`src/rtl/crossbar_buffered.sv`:
```
// rtl/crossbar_buffered.sv - buffered crossbar with per-output FIFOs, valid/ready flow control and conflict resolution
module crossbar_buffered #(
    parameter int INPUT_NUM    = 5,
    parameter int OUTPUT_NUM   = 5,
    parameter int FLIT_SIZE    = 8,
    parameter int BUFFER_DEPTH = 2,
    localparam int SEL_SIZE    = (INPUT_NUM > 1) ? $clog2(INPUT_NUM) : 1
) (
    input  logic                             clk,
    input  logic                             rst,
    input  logic [INPUT_NUM*FLIT_SIZE-1:0]   data_i,
    input  logic [INPUT_NUM-1:0]             valid_i,
    output logic [INPUT_NUM-1:0]             ready_o,
    input  logic [OUTPUT_NUM*SEL_SIZE-1:0]   sel_i,
    input  logic [OUTPUT_NUM-1:0]            en_i,
    output logic [OUTPUT_NUM*FLIT_SIZE-1:0]  data_o,
    output logic [OUTPUT_NUM-1:0]            valid_o,
    input  logic [OUTPUT_NUM-1:0]            ready_i,
    output logic [OUTPUT_NUM-1:0]            conflict_o
);

    localparam int PTR_W   = (BUFFER_DEPTH > 1) ? $clog2(BUFFER_DEPTH) : 1;
    localparam int CNT_W   = $clog2(BUFFER_DEPTH + 1);
    localparam int PAD_NUM = 1 << SEL_SIZE;
    localparam logic [PTR_W-1:0]  PTR_LAST  = PTR_W'(BUFFER_DEPTH - 1);
    localparam logic [CNT_W-1:0]  CNT_FULL  = CNT_W'(BUFFER_DEPTH);
    localparam logic [SEL_SIZE:0] SEL_LIMIT = (SEL_SIZE + 1)'(INPUT_NUM);

    logic [FLIT_SIZE-1:0] mem    [OUTPUT_NUM][BUFFER_DEPTH];
    logic [PTR_W-1:0]     wr_ptr [OUTPUT_NUM];
    logic [PTR_W-1:0]     rd_ptr [OUTPUT_NUM];
    logic [CNT_W-1:0]     count  [OUTPUT_NUM];
    logic [OUTPUT_NUM-1:0] conflict_q;

    logic [SEL_SIZE-1:0]  sel  [OUTPUT_NUM];
    logic [FLIT_SIZE-1:0] flit [OUTPUT_NUM];
    logic [OUTPUT_NUM-1:0] req, winner, push, pop, space;
    logic [PAD_NUM-1:0]    valid_pad, claimed;

    // Pointers wrap at BUFFER_DEPTH-1 so non-power-of-two depths work.
    function automatic logic [PTR_W-1:0] next_ptr(input logic [PTR_W-1:0] p);
        return (p == PTR_LAST) ? '0 : p + 1'b1;
    endfunction

    // Decode each output's selected input, its flit and whether it is requesting.
    always_comb begin
        valid_pad = '0;
        valid_pad[INPUT_NUM-1:0] = valid_i;
        for (int j = 0; j < OUTPUT_NUM; j++) begin
            sel[j]  = sel_i[j*SEL_SIZE +: SEL_SIZE];
            flit[j] = '0;
            for (int i = 0; i < INPUT_NUM; i++) begin
                if (sel[j] == SEL_SIZE'(i)) begin
                    flit[j] = data_i[i*FLIT_SIZE +: FLIT_SIZE];
                end
            end
            space[j] = (count[j] < CNT_FULL);
            req[j]   = en_i[j] && ({1'b0, sel[j]} < SEL_LIMIT) && valid_pad[sel[j]];
        end
    end

    // Lowest-index requesting output claims an input; later requesters for it lose.
    always_comb begin
        claimed = '0;
        winner  = '0;
        for (int j = 0; j < OUTPUT_NUM; j++) begin
            if (req[j]) begin
                winner[j]         = !claimed[sel[j]];
                claimed[sel[j]]   = 1'b1;
            end
        end
    end

    // FIFO head presentation and push/pop qualification.
    always_comb begin
        data_o = '0;
        for (int j = 0; j < OUTPUT_NUM; j++) begin
            valid_o[j]                     = (count[j] != '0);
            data_o[j*FLIT_SIZE +: FLIT_SIZE] = mem[j][rd_ptr[j]];
        end
        push = req & winner & space;
        pop  = valid_o & ready_i;
    end

    // An input is consumed when the output that won it actually pushes.
    always_comb begin
        ready_o = '0;
        for (int i = 0; i < INPUT_NUM; i++) begin
            for (int j = 0; j < OUTPUT_NUM; j++) begin
                if (push[j] && (sel[j] == SEL_SIZE'(i))) begin
                    ready_o[i] = 1'b1;
                end
            end
        end
        if (!rst) begin
            ready_o = '0;
        end
    end

    // FIFO storage, pointers, occupancy and the registered conflict flag.
    always_ff @(posedge clk) begin
        if (!rst) begin
            for (int j = 0; j < OUTPUT_NUM; j++) begin
                wr_ptr[j] <= '0;
                rd_ptr[j] <= '0;
                count[j]  <= '0;
                for (int d = 0; d < BUFFER_DEPTH; d++) begin
                    mem[j][d] <= '0;
                end
            end
            conflict_q <= '0;
        end else begin
            for (int j = 0; j < OUTPUT_NUM; j++) begin
                if (push[j]) begin
                    mem[j][wr_ptr[j]] <= flit[j];
                    wr_ptr[j]         <= next_ptr(wr_ptr[j]);
                end
                if (pop[j]) begin
                    rd_ptr[j] <= next_ptr(rd_ptr[j]);
                end
                if (push[j] && !pop[j]) begin
                    count[j] <= count[j] + CNT_W'(1);
                end else if (!push[j] && pop[j]) begin
                    count[j] <= count[j] - CNT_W'(1);
                end
            end
            conflict_q <= req & ~winner;
        end
    end

    assign conflict_o = conflict_q;

endmodule

```
`config.mk`:
```
export PLATFORM = sky130hd
export DESIGN_NAME = crossbar_buffered
export DESIGN_NICKNAME = d
export VERILOG_FILES = /design/src/rtl/crossbar_buffered.sv
export SDC_FILE = /design/constraint.sdc
export NUM_CORES = 1
export LEC_CHECK = 0
export ABC_CLOCK_PERIOD_IN_PS = 3300
export CAP_MARGIN = 25
export CORE_UTILIZATION = 35
export CTS_CLUSTER_DIAMETER = 200
export CTS_CLUSTER_SIZE = 28
export DETAILED_ROUTE_END_ITERATION = 8
export PLACE_DENSITY = 0.58
export SYNTH_ARGS = -nofsm -noshare
export SYNTH_HDL_FRONTEND = slang
export SYNTH_SLANG_ARGS = --single-unit
```
`constraint.sdc`:
```
create_clock -name clk -period 3.3 [get_ports clk]
set_input_delay 0.33 -clock clk [delete_from_list [all_inputs] [get_ports clk]]
set_output_delay 0.33 -clock clk [all_outputs]
set_load 0.02 [all_outputs]
```
Word level (Yosys, flattened, before mapping)
Memories as Yosys holds them, arrays and structs flattened. Cells that the tools add are included. W data, S select, Z words.

Add/subtract/negate cells: 20. Multiply operators: 0. Divide/modulo/power cells: 0. $lt $le $gt $ge: 34. Eq/ne operators: 20. Shift operators: 0. Mux-type cells: 293. Bitwise gates (word level): 118. Reduce and logical (&&, ||, !) cells: 79.

Operator list (number): $mux W8 (49); $mux W1 (210); $or A1 B1 Y1 (100); $mux W16 (5); $logic_and A1 B1 Y1 (54); $demux W8 S1 (5); $eq A3 B2 Y1 const B (10); $bmux W1 S3 (9); $or A8 B8 Y8 (3); $and A5 B5 Y5 (4); $ge A2 B2 Y1 const B (10); $lt A3 B4 Y1 const B (5); $mux W2 (10); $not A1 Y2 (10); $eq A3 B1 Y1 const B (5); $eq A3 B3 Y1 const B (5); $logic_not A1 Y1 (15); $logic_not A3 Y1 (5); $lt A3 B3 Y1 const B (5); $demux W1 S3 (4); $ge A3 B1 Y1 const B (4); $add A1 B1 Y1 const B (10); $add A2 B1 Y2 const B (5); $lt A2 B1 Y1 const B (5); 5 further kinds (17).

Bits in registers: 5. Latch bits: 0. Bits in writable memories: 100. Memory bits (read-only): 8. Input port bits: 72. Memories: 5.

Memories: mem (depth 5, width 16, read ports 5, clocked after Yosys merged registers in 0, wr ports 5, line 29) `logic [FLIT_SIZE-1:0] mem [OUTPUT_NUM][BUFFER_DEPTH];`; count (depth 5, width 2, read ports 5, clocked after Yosys merged registers in 0, wr ports 5, line 32) `logic [CNT_W-1:0] count [OUTPUT_NUM];`; (no name shown) (depth 8, width 1, read ports 1, clocked after Yosys merged registers in 0, wr ports 0, line 68) `winner[j] = !claimed[sel[j]];`; rd_ptr (depth 5, width 1, read ports 5, clocked after Yosys merged registers in 0, wr ports 5, line 31) `logic [PTR_W-1:0] rd_ptr [OUTPUT_NUM];`; wr_ptr (depth 5, width 1, read ports 5, clocked after Yosys merged registers in 0, wr ports 5, line 30) `logic [PTR_W-1:0] wr_ptr [OUTPUT_NUM];`.

Depth between registers and ports, before layout
Gate-level depths: netlist of run 1.

Word-level depth: 24. Mapped depth: 11. Depth with buffers taken out: 8.

Worst setup path after synthesis of run 1
Ideal clock, no wire load.

Path kind: input -> register. Start: input port sel_i[9]. End: memory mem[0][64] (netlist name), enable pin. Library setup time: 384 ps. Arrival time: 2638 ps. Required time: 2916 ps. Path slack: 278 ps. Stages on the path: 8. Cells stage by stage: buf_6 mux4_2 a22oi_2 nor4_1 o41ai_4 nand2_2 clkbuf_1 o21ai_0.

RTL lines: start, declared (line 14) `input logic [OUTPUT_NUM*SEL_SIZE-1:0] sel_i,`; end, declared (line 29).

Worst setup path after layout of run 1
Start: input port valid_i[0]. End: output port ready_o[2].

Word-level cells in the longest chain between the ends: 19. Elaborated cells between the ends (all ways): 52. Classes of those cells: mux (33); bitwise (5); reduce/logical (14).

RTL lines: start, declared (line 12) `input logic [INPUT_NUM-1:0] valid_i,`; $bmux W1 S3 (line 58) `req[j] = en_i[j] && ({1'b0, sel[j]} < SEL_LIMIT) && valid_pad[sel[j]];`; $mux W1 (not written as such) (line 58); $logic_and A1 B1 Y1 (line 58); $mux W8 (line 67) `if (req[j]) begin`; $or A8 B8 Y8 (no source line); $mux W8 (line 67); $or A8 B8 Y8 (no source line); $mux W8 (line 67); [2 not listed]; $bmux W1 S3 (line 68); $mux W1 (not written as such) (line 68); $logic_not A1 Y1 (line 68); $mux W1 (line 67); $and A5 B5 Y5 * (2 in series) (line 81) `push = req & winner & space;`; $logic_and A1 B1 Y1 (line 90) `if (push[j] && (sel[j] == SEL_SIZE'(i))) begin`; $mux W1 * (line 90); $mux W5 * (line 95) `if (!rst) begin`; end, declared (line 13) `output logic [INPUT_NUM-1:0] ready_o,`.

Mark *: on every way between the ends. The rest lies on a longest branch, timed or not. The select of a mux whose other input is x is not followed.

==> results of run 1 <==
[cells in the mapped netlist (all sizes together), types with 4 or more instances]
cell type and n:
nand4 7, nor4bb 6, dfxtp 4, mux2i 4, nand2 45, or2 7
buf 18, a21oi 18, a41oi 4, nand3 11, nor2b 5, nor3 11
and3 14, a31oi 5, or3 8, nor2 102, nor4 13, clkbuf 26
or4b 4, inv 12, edfxtp 100, nand2b 6, mux4 42, xnor2 5
o21ai 10, a22oi 34, mux2 42, nor3b 5
[worst max-delay path by stage]
stage | startpoint | endpoint | slack (ns) | depth (start not counted)
4_1_cts | sel_i[10] | ready_o[2] | -0.05 | 10
5_1_grt | sel_i[8] | ready_o[1] | -0.05 | 13
2_1_floorplan | sel_i[9] | mem[0][64] | 0.28 | 8
3_3_place_gp | sel_i[3] | ready_o[2] | -0.65 | 12
3_5_place_dp | sel_i[9] | ready_o[2] | -0.65 | 9
6_report | valid_i[0] | ready_o[2] | 0.03 | 9
[worst reg2reg max path, cell delays in order, from the launching register on]
cell and delay (ns):
edfxtp_1 0.46, nor3b_1 0.27, or2b_4 0.32, buf_4 0.16, xnor2_1 0.27, a41o_2 0.36, a311oi_2 0.06
[power breakdown]
| part | switching (W) | total, W | internal [W] |
|---|---|---|---|
| Combinational | 0.000676 | 0.00137 | 0.000689 |
| Sequential | 0.000112 | 0.00169 | 0.00158 |
| Clock | 0.000528 | 0.00113 | 0.000606 |
[flip-flops by register name, indices dropped and copies added (netlist names)]
name,count
mem,80
count,10
rd_ptr,5
wr_ptr,5
conflict_o,4
[per-stage QoR]
| stage | power [W] | hold slack, ns | setup TNS (ns) |
|---|---|---|---|
| after floorplan | 0.00240 | 0.473 | 0 |
| after global placement | 0.00304 | 0.547 | -3.26 |
| after detailed placement | 0.00306 | 0.560 | -3.88 |
| after CTS | 0.00420 | 0.524 | -0.0544 |
| after global routing | 0.00436 | 0.555 | -0.116 |
| final | 0.00419 | 0.531 | 0 |
[timing repair]
item	CTS	global route
setup buffers	0	2
gates resized for setup	49	31
pin swaps	1	13
setup endpoints to repair	5	5
[cells by family after synthesis]
logic type	Yosys count	share of synthesized area
AND/OR/NAND/NOR	255	0.188
multiplexers	88	0.211
buffers and inverters	58	0.0351
adder cells (fa/ha/maj)	1	0.00181
flip-flops	104	0.446
other	1	0.000543
XOR/XNOR	6	0.00760
AO/OA/AOI/OAI	100	0.110
[per-layer routing]
metal	share of wire	global-route usage	routed length, um	vias to the layer above
met5	0	0	0	-
met4	0.043	0.114	1050	0
met3	0.066	0.0377	1610	55
met2	0.48	0.407	11700	297
met1	0.41	0.320	10000	3012
li1	-	-	-	2847
[cell type report]
| class | count | area, um2 |
|---|---|---|
| tap | 265 | 332 |
| clock inverter | 7 | 87.6 |
| timing repair buffer | 257 | 2300 |
| clock buffer | 9 | 225 |
| sequential | 104 | 3080 |
| fill | 1785 | 9520 |
| multi-input combinational | 451 | 3800 |
| inverter | 14 | 52.6 |
==> summary.md, run 1 <==
| Metric | Value |
|---|---|
| Slowest CP cell | `or4b_4` |
| Area contributors post-synth | `edfxtp_1 (43%), mux4_2 (14%), mux2_2 (6.8%)` |
| Inserted Diodes | `0` |
| Worst reg2reg endpoint | `count[1][1]` |
| Largest net degree at the start of global routing | `38` |
| Number of synthesized register bits | `around 100` |
| Most frequent cells in the layout | `buf_4 (129), clkdlybuf4s50_1 (110), nor2_1 (101)` |
| Setup Viol. Count Final | `0` |
| Period utilization | `0.991` |
| Drt wl/cell | `roughly 22 um` |
| Hold crit path type | `in -> reg` |
| Top delay family on crit path | `compound AO/OA/AOI/OAI gates` |
| Htree depth | `3` |
| RSZ-0062 raised after global routing | `yes` |
| Pwr dens | `424 mW/mm2` |
| F_max | `roughly 310 MHz` |
| CTS max path bufs | `2` |
| Site Rows | `just over 50` |
| Synth-to-Final Area Change | `43.0%` |
| Share of cells above drive strength 1 | `0.342` |
| Die width | `143 um` |
| WHS Endpoint | `conflict_o[4]` |
| First-pass GRT wire length | `around 37000 um` |
| Final min period | `about 3.3 ns` |
| Core Region | `slightly below 0.02 mm2` |
| Pins Over Slew Limit | `0` |
| Buffers and inverters on the worst path | `2` |
| Synth area leader | `edfxtp_1` |
| CP Cell Sequence | `clkdlybuf4s50_1 > mux4_2 > a22oi_2 > nor4_1 > o41ai_4 > nand2_2 > or4b_4 > a21oi_4 > buf_6` |
| Post-synthesis cell type count | `73` |
| Worst Setup Slack, final | `around 0.029 ns` |
| Peak supply drop | `0.249 mV` |
| DRT Pass-1 Iters | `5` |
| Post-Route Utilization | `0.509` |
| Initial Utilization | `0.356` |
| Latest clock arrival within the worst-skew pair | `around 0.36 ns` |
| Syn nets | `around 690` |
| # DRC | `0` |
| Hold depth | `3` |
| Worst Setup End Kind | `primary output` |
| Max stage delay on crit path | `0.51 ns` |
| Crit path required time | `roughly 3 ns` |
| Yosys top cell area share | `0.434` |
| LEAKAGE | `approximately 3.8 nW` |
| Register area share after synthesis | `0.446` |
| Vias per cell | `around 5.6` |
| DRT iter0 DRCs | `650` |
| # placed instances | `between 1000 and 1500` |
| Worst Reg-to-Reg Cells | `6` |
| Slew @ Worst Pin | `~0.98 ns` |
| Placement Setup Slack | `-0.650 ns` |
| Worst endpoint data arrival time | `~2.9 ns` |
| Final Cell Area | `just under 0.01 mm2` |
| CTS Buf Count | `9` |
| Startpoint Class | `primary input` |
| Remaining Overflow, GRT | `0` |
| Maxcap violations | `0` |
| Vias in the first global route | `6234` |
| I/O Buffers | `between 100 and 150` |
| GRT Total Usage | `0.247` |
| Post-route ant nets | `0` |
| Via count | `6211` |
| Ports | `127` |
| Relative slew slack | `0.345` |
| Clock slew at reported path FFs | `around 0.08 ns` |
| Worst Skew | `0.00986 ns` |
| Syn_area_per_cell | `approximately 11 um2` |
| CTS sink cnt | `between 100 and 150` |
| Post-Route WL | `approximately 24000 um` |
| Cell count after synthesis | `613` |
| Layout net count | `910` |
| Synth Flop Type | `edfxtp_1` |
| Status | `completed` |
| Flop2flop setup slack | `1.13 ns` |
| Worst flop-to-flop path startpoint | `count[3][1]` |
| Dpl cell area | `0.00933 mm2` |
| Yosys warns | `0` |
| Clock root buffer | `clkbuf_16` |
| Post-Synthesis Cell Area | `~0.0069 mm2` |
| Final cell count without fillers | `1107` |
| Commonest non-fill, non-tap cell in the layout | `buf_4` |
| Final GP Congestion | `a little over 0.9` |
| Dpl hpwl | `19100 um` |
| Antenna violations before repair | `0` |
| CTS tree | `yes` |
| Fraction of registers with async set/reset | `0` |
| CP max FO | `4` |
| Min-delay src | `en_i[4]` |
| Die Height | `about 140 um` |
| Worst Setup Path Type | `in -> out` |
| Final Hold Vio Count | `0` |
| Die area | `about 0.020 mm2` |
| # hold bufs at CTS | `0` |
| Post-synth EDFFs | `100` |
Note: power is estimated with default switching activity, not from simulation.
==> run 2, diff against run 1 <==
--- a/config.mk
+++ b/config.mk
@@ -5,7 +5,7 @@
 export SDC_FILE = /design/constraint.sdc
 export NUM_CORES = 1
 export LEC_CHECK = 0
-export ABC_CLOCK_PERIOD_IN_PS = 3300
+export ABC_CLOCK_PERIOD_IN_PS = 3450
 export CAP_MARGIN = 25
 export CORE_UTILIZATION = 35
 export CTS_CLUSTER_DIAMETER = 200
==> constraint.sdc (replaced) <==
create_clock -name clk -period 3.45 [get_ports clk]
set_input_delay 0.345 -clock clk [delete_from_list [all_inputs] [get_ports clk]]
set_output_delay 0.345 -clock clk [all_outputs]
set_load 0.02 [all_outputs]
==> summary.md, run 2 (synthesis gave the netlist of run 1 again) <==
| Metric | Value |
|---|---|
| CTS sink cnt | `104 (unchanged)` |
| CTS Buf Count | `9 (unchanged)` |
| Ports | `127 (unchanged)` |
| Antenna violations before repair | `0 (unchanged)` |
| Layout filler cell count | `1807 (was 1785)` |
| Final cell count without fillers | `1097 (was 1107)` |
| Worst endpoint data arrival time | `2.99 ns (was 2.94 ns)` |
| Comb pwr share | `0.325 (was 0.326)` |
| Layout net count | `900 (was 910)` |
| Inserted Diodes | `0 (unchanged)` |
| Share of cells above drive strength 1 | `0.319 (was 0.342)` |
| I/O Buffers | `125 (unchanged)` |
| Vias per cell | `5.69 (was 5.61)` |
| Initial Utilization | `0.356 (unchanged)` |
| GRT Total Usage | `0.248 (was 0.247)` |
| Worst Setup End Kind | `primary output (unchanged)` |
| Final GP Congestion | `0.930 (was 0.918)` |
| Htree depth | `3 (unchanged)` |
| Final min period | `roughly 3.3 ns` |
| Remaining Overflow, GRT | `0 (unchanged)` |
| DRT Pass-1 Iters | `5 (unchanged)` |
| Clock root buffer | `clkbuf_16 (unchanged)` |
| Final Hold Vio Count | `0 (unchanged)` |
| Period utilization | `0.968` |
| Commonest non-fill, non-tap cell in the layout | `buf_4 (unchanged)` |
| Psw | `0.00129 W (was 0.00132 W)` |
| LEAKAGE | `3.63 nW (was 3.75 nW)` |
| Site Rows | `51 (unchanged)` |
| CTS tree | `yes (unchanged)` |
| Clock power frac | `0.268 (was 0.271)` |
| Portion of total power attributed to sequential cells | `0.408 (was 0.403)` |
| Core Region | `0.0194 mm2 (unchanged)` |
| # DRC | `0 (unchanged)` |
| Relative slew slack | `0.343 (was 0.345)` |
| CP max FO | `10 (was 4)` |
| Startpoint Class | `primary input (unchanged)` |
| Die width | `143 um (unchanged)` |
| Post-route ant nets | `0 (unchanged)` |
| Largest net degree at the start of global routing | `38 (unchanged)` |
| Hold crit path type | `in -> reg (unchanged)` |
| Worst Setup Path Type | `in -> out (unchanged)` |
| Clock slew at reported path FFs | `0.08 ns (about the same)` |
| Drt wl/cell | `22.4 um (was 22.0 um)` |
| Sequential cell area | `0.00308 mm2 (unchanged)` |
| Switching power share of the total | `0.326 (was 0.314)` |
| F_max | `between 200 and 300 MHz` |
| First-pass GRT wire length | `36800 um (was 36700 um)` |
| Top Registers | `mem x80, count x10 (unchanged)` |
| Die area | `0.0203 mm2 (unchanged)` |
| Via count | `6241 (was 6211)` |
| Vias in the first global route | `6252 (was 6234)` |
| Area occupied by multi-input gates | `0.00368 mm2 (was 0.00380 mm2)` |
| Slew @ Worst Pin | `0.978 ns (was 0.981 ns)` |
| Dpl cell area | `0.00926 mm2 (was 0.00933 mm2)` |
| Crit path required time | `3.11 ns (was 2.97 ns)` |
| Biggest register | `mem (unchanged)` |
| Final Cell Area | `0.00967 mm2 (was 0.00988 mm2)` |
| Placement Setup Slack | `-0.511 ns (was -0.650 ns)` |
| Max FFs per register | `80 (unchanged)` |
| DRT iter0 DRCs | `612 (was 650)` |
| Peak supply drop | `0.237 mV (was 0.249 mV)` |
| # placed instances | `1079 (was 1089)` |
| Die Height | `143 um (unchanged)` |
| Most frequent cells in the layout | `buf_4 (118), clkdlybuf4s50_1 (112), nor2_1 (101) (was buf_4 (129), clkdlybuf4s50_1 (110), nor2_1 (101))` |
| Synth-to-Final Area Change | `39.9% (was 43.0%)` |
| Setup Viol. Count Final | `0 (unchanged)` |
| Latest clock arrival within the worst-skew pair | `0.37 ns (was 0.36 ns)` |
| Pwr dens | `411 mW/mm2 (was 424 mW/mm2)` |
| Post-Route WL | `24500 um (was 24300 um)` |
| CTS max path bufs | `2 (unchanged)` |
| Maxcap violations | `0 (unchanged)` |
| Pins Over Slew Limit | `0 (unchanged)` |
| Status | `completed (unchanged)` |
| Worst Setup Slack, final | `0.110 ns (was 0.0295 ns)` |
| Dpl hpwl | `19200 um (was 19100 um)` |
| Worst Skew | `0.00703 ns (was 0.00986 ns)` |
| Pint | `0.00268 W (was 0.00287 W)` |
==> run 2: layout make-up <==
class / count / share of cell area
multi-input combinational: 451 / 0.381
sequential: 104 / 0.319
timing repair buffer: 247 / 0.229
tap: 265 / 0.0343
clock buffer: 9 / 0.0233
clock inverter: 7 / 0.00815
inverter: 14 / 0.00544
==> run 2: what timing repair did <==
| action | 4_1_cts | 5_1_grt |
|---|---|---|
| setup endpoints to repair | 5 | 5 |
| cloned | 0 | 0 |
| buffers inserted | 0 | 2 |
| pin swaps | 2 | 3 |
| hold buffers | 0 | 0 |
| resized for setup | 33 | 19 |
==> run 2: power groups by stage <==
stage | sequential [W] | combinational, W | clock [W]
final | 0.00162 | 0.00129 | 0.00106
after global routing | 0.00164 | 0.00138 | 0.00112
after CTS | 0.00162 | 0.00128 | 0.00108
after detailed placement | 0.00165 | 0.00128 | 0
after global placement | 0.00164 | 0.00126 | 0
after floorplan | 0.00157 | 0.000724 | 0
==> run 2: per-stage QoR <==
stage           util  power, W  setup TNS, ns  hold slack, ns
2_1_floorplan      -   0.00230              0           0.488
3_3_place_gp   0.477   0.00290          -2.30           0.548
3_5_place_dp   0.477   0.00292          -2.20           0.558
4_1_cts        0.494   0.00398              0           0.541
5_1_grt        0.498   0.00414      -0.000703           0.560
6_report       0.498   0.00397              0           0.538
==> run 2: metal layers <==
layer	vias up	part of all wire	GRT usage
met4	0	0.015	0.0634
li1	2827	-	-
met2	273	0.51	0.436
met1	3116	0.41	0.319
met3	25	0.070	0.0380
met5	-	0	0
==> run 2: worst paths after layout <==
path,start,to,slack [ns],cells after the start
max reg2reg,count[3][1],mem[0][59],1.27,6
max,sel_i[8],ready_o[0],0.11,10
min reg2reg,count[4][0],count[4][0],0.56,1
min,en_i[4],conflict_o[4],0.54,3
==> run 2: worst max-delay path: stages <==
cell and delay (ns):
clkdlybuf4s50_1 0.44, buf_4 0.20, or4_1 0.56, a21bo_2 0.25, a41oi_2 0.25, or2b_4 0.18
nor2_4 0.05, a2111oi_2 0.37, a21oi_1 0.16, buf_2 0.19
==> edit (flow settings as in run 1) <==
Set the parameter `FLIT_SIZE` to 4 (it was 8).
--- a/src/rtl/crossbar_buffered.sv
+++ b/src/rtl/crossbar_buffered.sv
@@ -2,7 +2,7 @@
 module crossbar_buffered #(
     parameter int INPUT_NUM    = 5,
     parameter int OUTPUT_NUM   = 5,
-    parameter int FLIT_SIZE    = 8,
+    parameter int FLIT_SIZE    = 4,
     parameter int BUFFER_DEPTH = 2,
     localparam int SEL_SIZE    = (INPUT_NUM > 1) ? $clog2(INPUT_NUM) : 1
 ) (
Interface: changed (resized data_i and data_o); port bits go from 127 to 87. No check against the original RTL was run, so the function may have changed too.
==> edit against run 1 <==
Power fell by 29%; global-route usage down 1.7 points; clock power down 15%; routed wire length decreased by 34%; sequential share of layout area decreased by 3.9 points; sequential cell count fell by 40; critical path depth is 1 higher; area after synthesis is 30% lower; core utilization increased by 0.82 points; setup slack improved by 0.044 ns; design area shrank 30%; via count decreased by 24%.
==> edit: results (changes against run 1) <==
.. list-table::
   :header-rows: 1

   * - Metric
     - Value
   * - Clock buffer depth
     - 2 (unchanged)
   * - Violation count after the first detailed-route iteration
     - 344 (-47%)
   * - Top area cells in the synthesized netlist
     - sky130_fd_sc_hd__edfxtp_1, sky130_fd_sc_hd__mux4_2, sky130_fd_sc_hd__mux2_2, sky130_fd_sc_hd__nor2_1, sky130_fd_sc_hd__nand2_1
   * - Global routing usage summed across all routing layers
     - 0.230 (-0.0171)
   * - CTS H-tree depth
     - 3 (unchanged)
   * - Biggest registers after layout
     - mem (40), count (10)
   * - WP data arrival
     - 2.90 ns (-0.04 ns)
   * - Clock input transition at the sequential cells of the worst setup and hold paths
     - 0.06 ns (-0.02 ns)
   * - Clock network power consumption
     - 0.964 mW (-15%)
   * - Number of hold violations in the final report
     - 0 (unchanged)
   * - Run status
     - complete, no violations
   * - Final Net Count
     - 704 (-23%)
   * - Number of fill cells in the layout
     - 1209 (-32%)
   * - Gp weighted congestion
     - 0.933 (+1.7%)
   * - Layout cells sized above 1
     - 0.277 (-0.0646)
   * - Maximum number of pins on one net before global-route repair
     - 26 (-32%)
   * - Sw Pwr
     - 0.944 mW (-28%)
   * - Combinational logic power
     - 0.946 mW (-31%)
   * - Total Power Consumption
     - 2.99 mW (-29%)
   * - Total clock buffers created by CTS
     - 9 (unchanged)
   * - Cell chosen for the clock root
     - sky130_fd_sc_hd__clkbuf_16
   * - Largest clock skew in the final design
     - 0.0112 ns (+0.00138 ns)
   * - Total inserted antenna cells
     - 0 (unchanged)
   * - Wire length reported by the detailed router
     - 16000 um (-34%)
   * - Worst vdd ir
     - 0.228 mV (-8.2%)
   * - Sequential area share after synthesis
     - 0.391 (-0.0547)
   * - Number of global-route vias before repair
     - 4779 (-23%)
   * - Kind of path behind the tightest hold check
     - register to register
   * - Post-Place Cell Area
     - 0.00648 sq mm (-31%)
   * - Final setup violation count
     - 0 (unchanged)
   * - Ranking of synthesized cells by instance count
     - sky130_fd_sc_hd__nor2_1, sky130_fd_sc_hd__edfxtp_1, sky130_fd_sc_hd__nand2_1
   * - Number of antenna violations at the first check in global routing
     - 0 (unchanged)
   * - Clock latency reported for the late side of the worst-skew pair
     - 0.34 ns (-0.02 ns)
   * - Net count of the mapped netlist
     - 538 (-22%)
   * - Number of buffers inserted by port buffering
     - 85 (-32%)
   * - Number of warnings reported in the yosys synthesis log
     - 0 (unchanged)
   * - Count of flip-flops with a built-in enable after synthesis
     - 60 (-40%)
   * - Slew @ Worst Pin
     - 0.569 ns (-0.412 ns)
   * - Via count of the routed design
     - 4703 (-24%)
   * - Async set-or-reset flop fraction in the synthesized netlist
     - 0 (unchanged)
   * - Number of search-and-repair iterations in the first detailed-routing pass
     - 5 (unchanged)
   * - Number of different library cells in the post-synthesis netlist
     - 69 (-5.5%)
   * - Leak pwr
     - 2.69 nW (-28%)
   * - Global-route wire length before repair
     - 25000 um (-32%)
   * - CP max FO
     - 5 (+1)
   * - Predominant post-synthesis flop cell
     - sky130_fd_sc_hd__edfxtp_1
   * - Post-detailed-placement half-perimeter wirelength
     - 12500 um (-34%)
[edit: cell count changes after synthesis, moves of 12 or more]
cell and delta:
sky130_fd_sc_hd__nor2_1 -41, sky130_fd_sc_hd__mux4_2 -24, sky130_fd_sc_hd__nor2b_1 +14, sky130_fd_sc_hd__mux2_2 -18, sky130_fd_sc_hd__a22oi_1 -21, sky130_fd_sc_hd__edfxtp_1 -40
sky130_fd_sc_hd__nor3_1 +12
[edit: repair_timing]
| item | CTS | global route |
|---|---|---|
| setup endpoints to repair | 5 | 5 |
| cloned | 0 | 0 |
| resized for setup | 19 | 15 |
| hold endpoints to repair | 0 | 0 |
| buffers inserted | 1 | 0 |
| pin swaps | 1 | 1 |
[edit: area by class of cell]
cell class	instances	area (sq um)	area share
repair buffers	182	1600	0.232
clock inverters	7	71.3	0.0104
well taps	176	220	0.0320
multi-input cells	380	2830	0.412
inverters	14	52.6	0.00764
clock buffers	9	225	0.0327
flip-flops and latches	64	1880	0.274
[edit: per-layer routing]
layer | routed length [um] | vias up | track usage
met3 | 916 | 31 | 0.0498
met2 | 7850 | 191 | 0.387
met4 | 419 | 0 | 0.0878
met5 | 0 | - | 0
li1 | - | 2214 | -
met1 | 6850 | 2267 | 0.287
[edit: logic make-up after synthesis]
logic type,share of synthesized area
fa+ha+maj,0.00260
other cells,0.000780
flops,0.391
simple gates,0.262
buf+inv,0.0354
compound gates,0.143
xor+xnor,0.00729
mux,0.157
[edit: final timing paths]
path,endpoint,slack [ns],start,cells after the start
worst min-delay path,wr_ptr[0][1]$_SDFFCE_PP0P_,0.58,wr_ptr[0][1]$_SDFFCE_PP0P_,1
worst max register to register,count[1][1]$_SDFFCE_PP0P_,1.01,count[3][1]$_SDFFCE_PP0P_,8
worst max-delay path,ready_o[0],0.07,sel_i[9],10
worst min register to register,wr_ptr[0][1]$_SDFFCE_PP0P_,0.58,wr_ptr[0][1]$_SDFFCE_PP0P_,1
[edit: per-stage QoR]
stage | setup WS, ns | TNS, ns | cells
4_1_cts | 0.00419 | 0 | 832
3_5_place_dp | -0.381 | -1.70 | 815
5_1_grt | -0.0287 | -0.0401 | 832
6_report | 0.0734 | 0 | 832
3_3_place_gp | -0.422 | -1.76 | 815
2_1_floorplan | 0.603 | 0 | 485
[edit: critical path, stage by stage]
cell and delay (ns):
sky130_fd_sc_hd__clkdlybuf4s50_1 0.50, sky130_fd_sc_hd__buf_4 0.19, sky130_fd_sc_hd__nor4bb_1 0.36, sky130_fd_sc_hd__nor4_2 0.07, sky130_fd_sc_hd__o21ai_0 0.17, sky130_fd_sc_hd__and4bb_1 0.22, sky130_fd_sc_hd__o21a_1 0.21, sky130_fd_sc_hd__and4b_1 0.20
sky130_fd_sc_hd__a221o_1 0.31, sky130_fd_sc_hd__dlygate4sd2_1 0.34
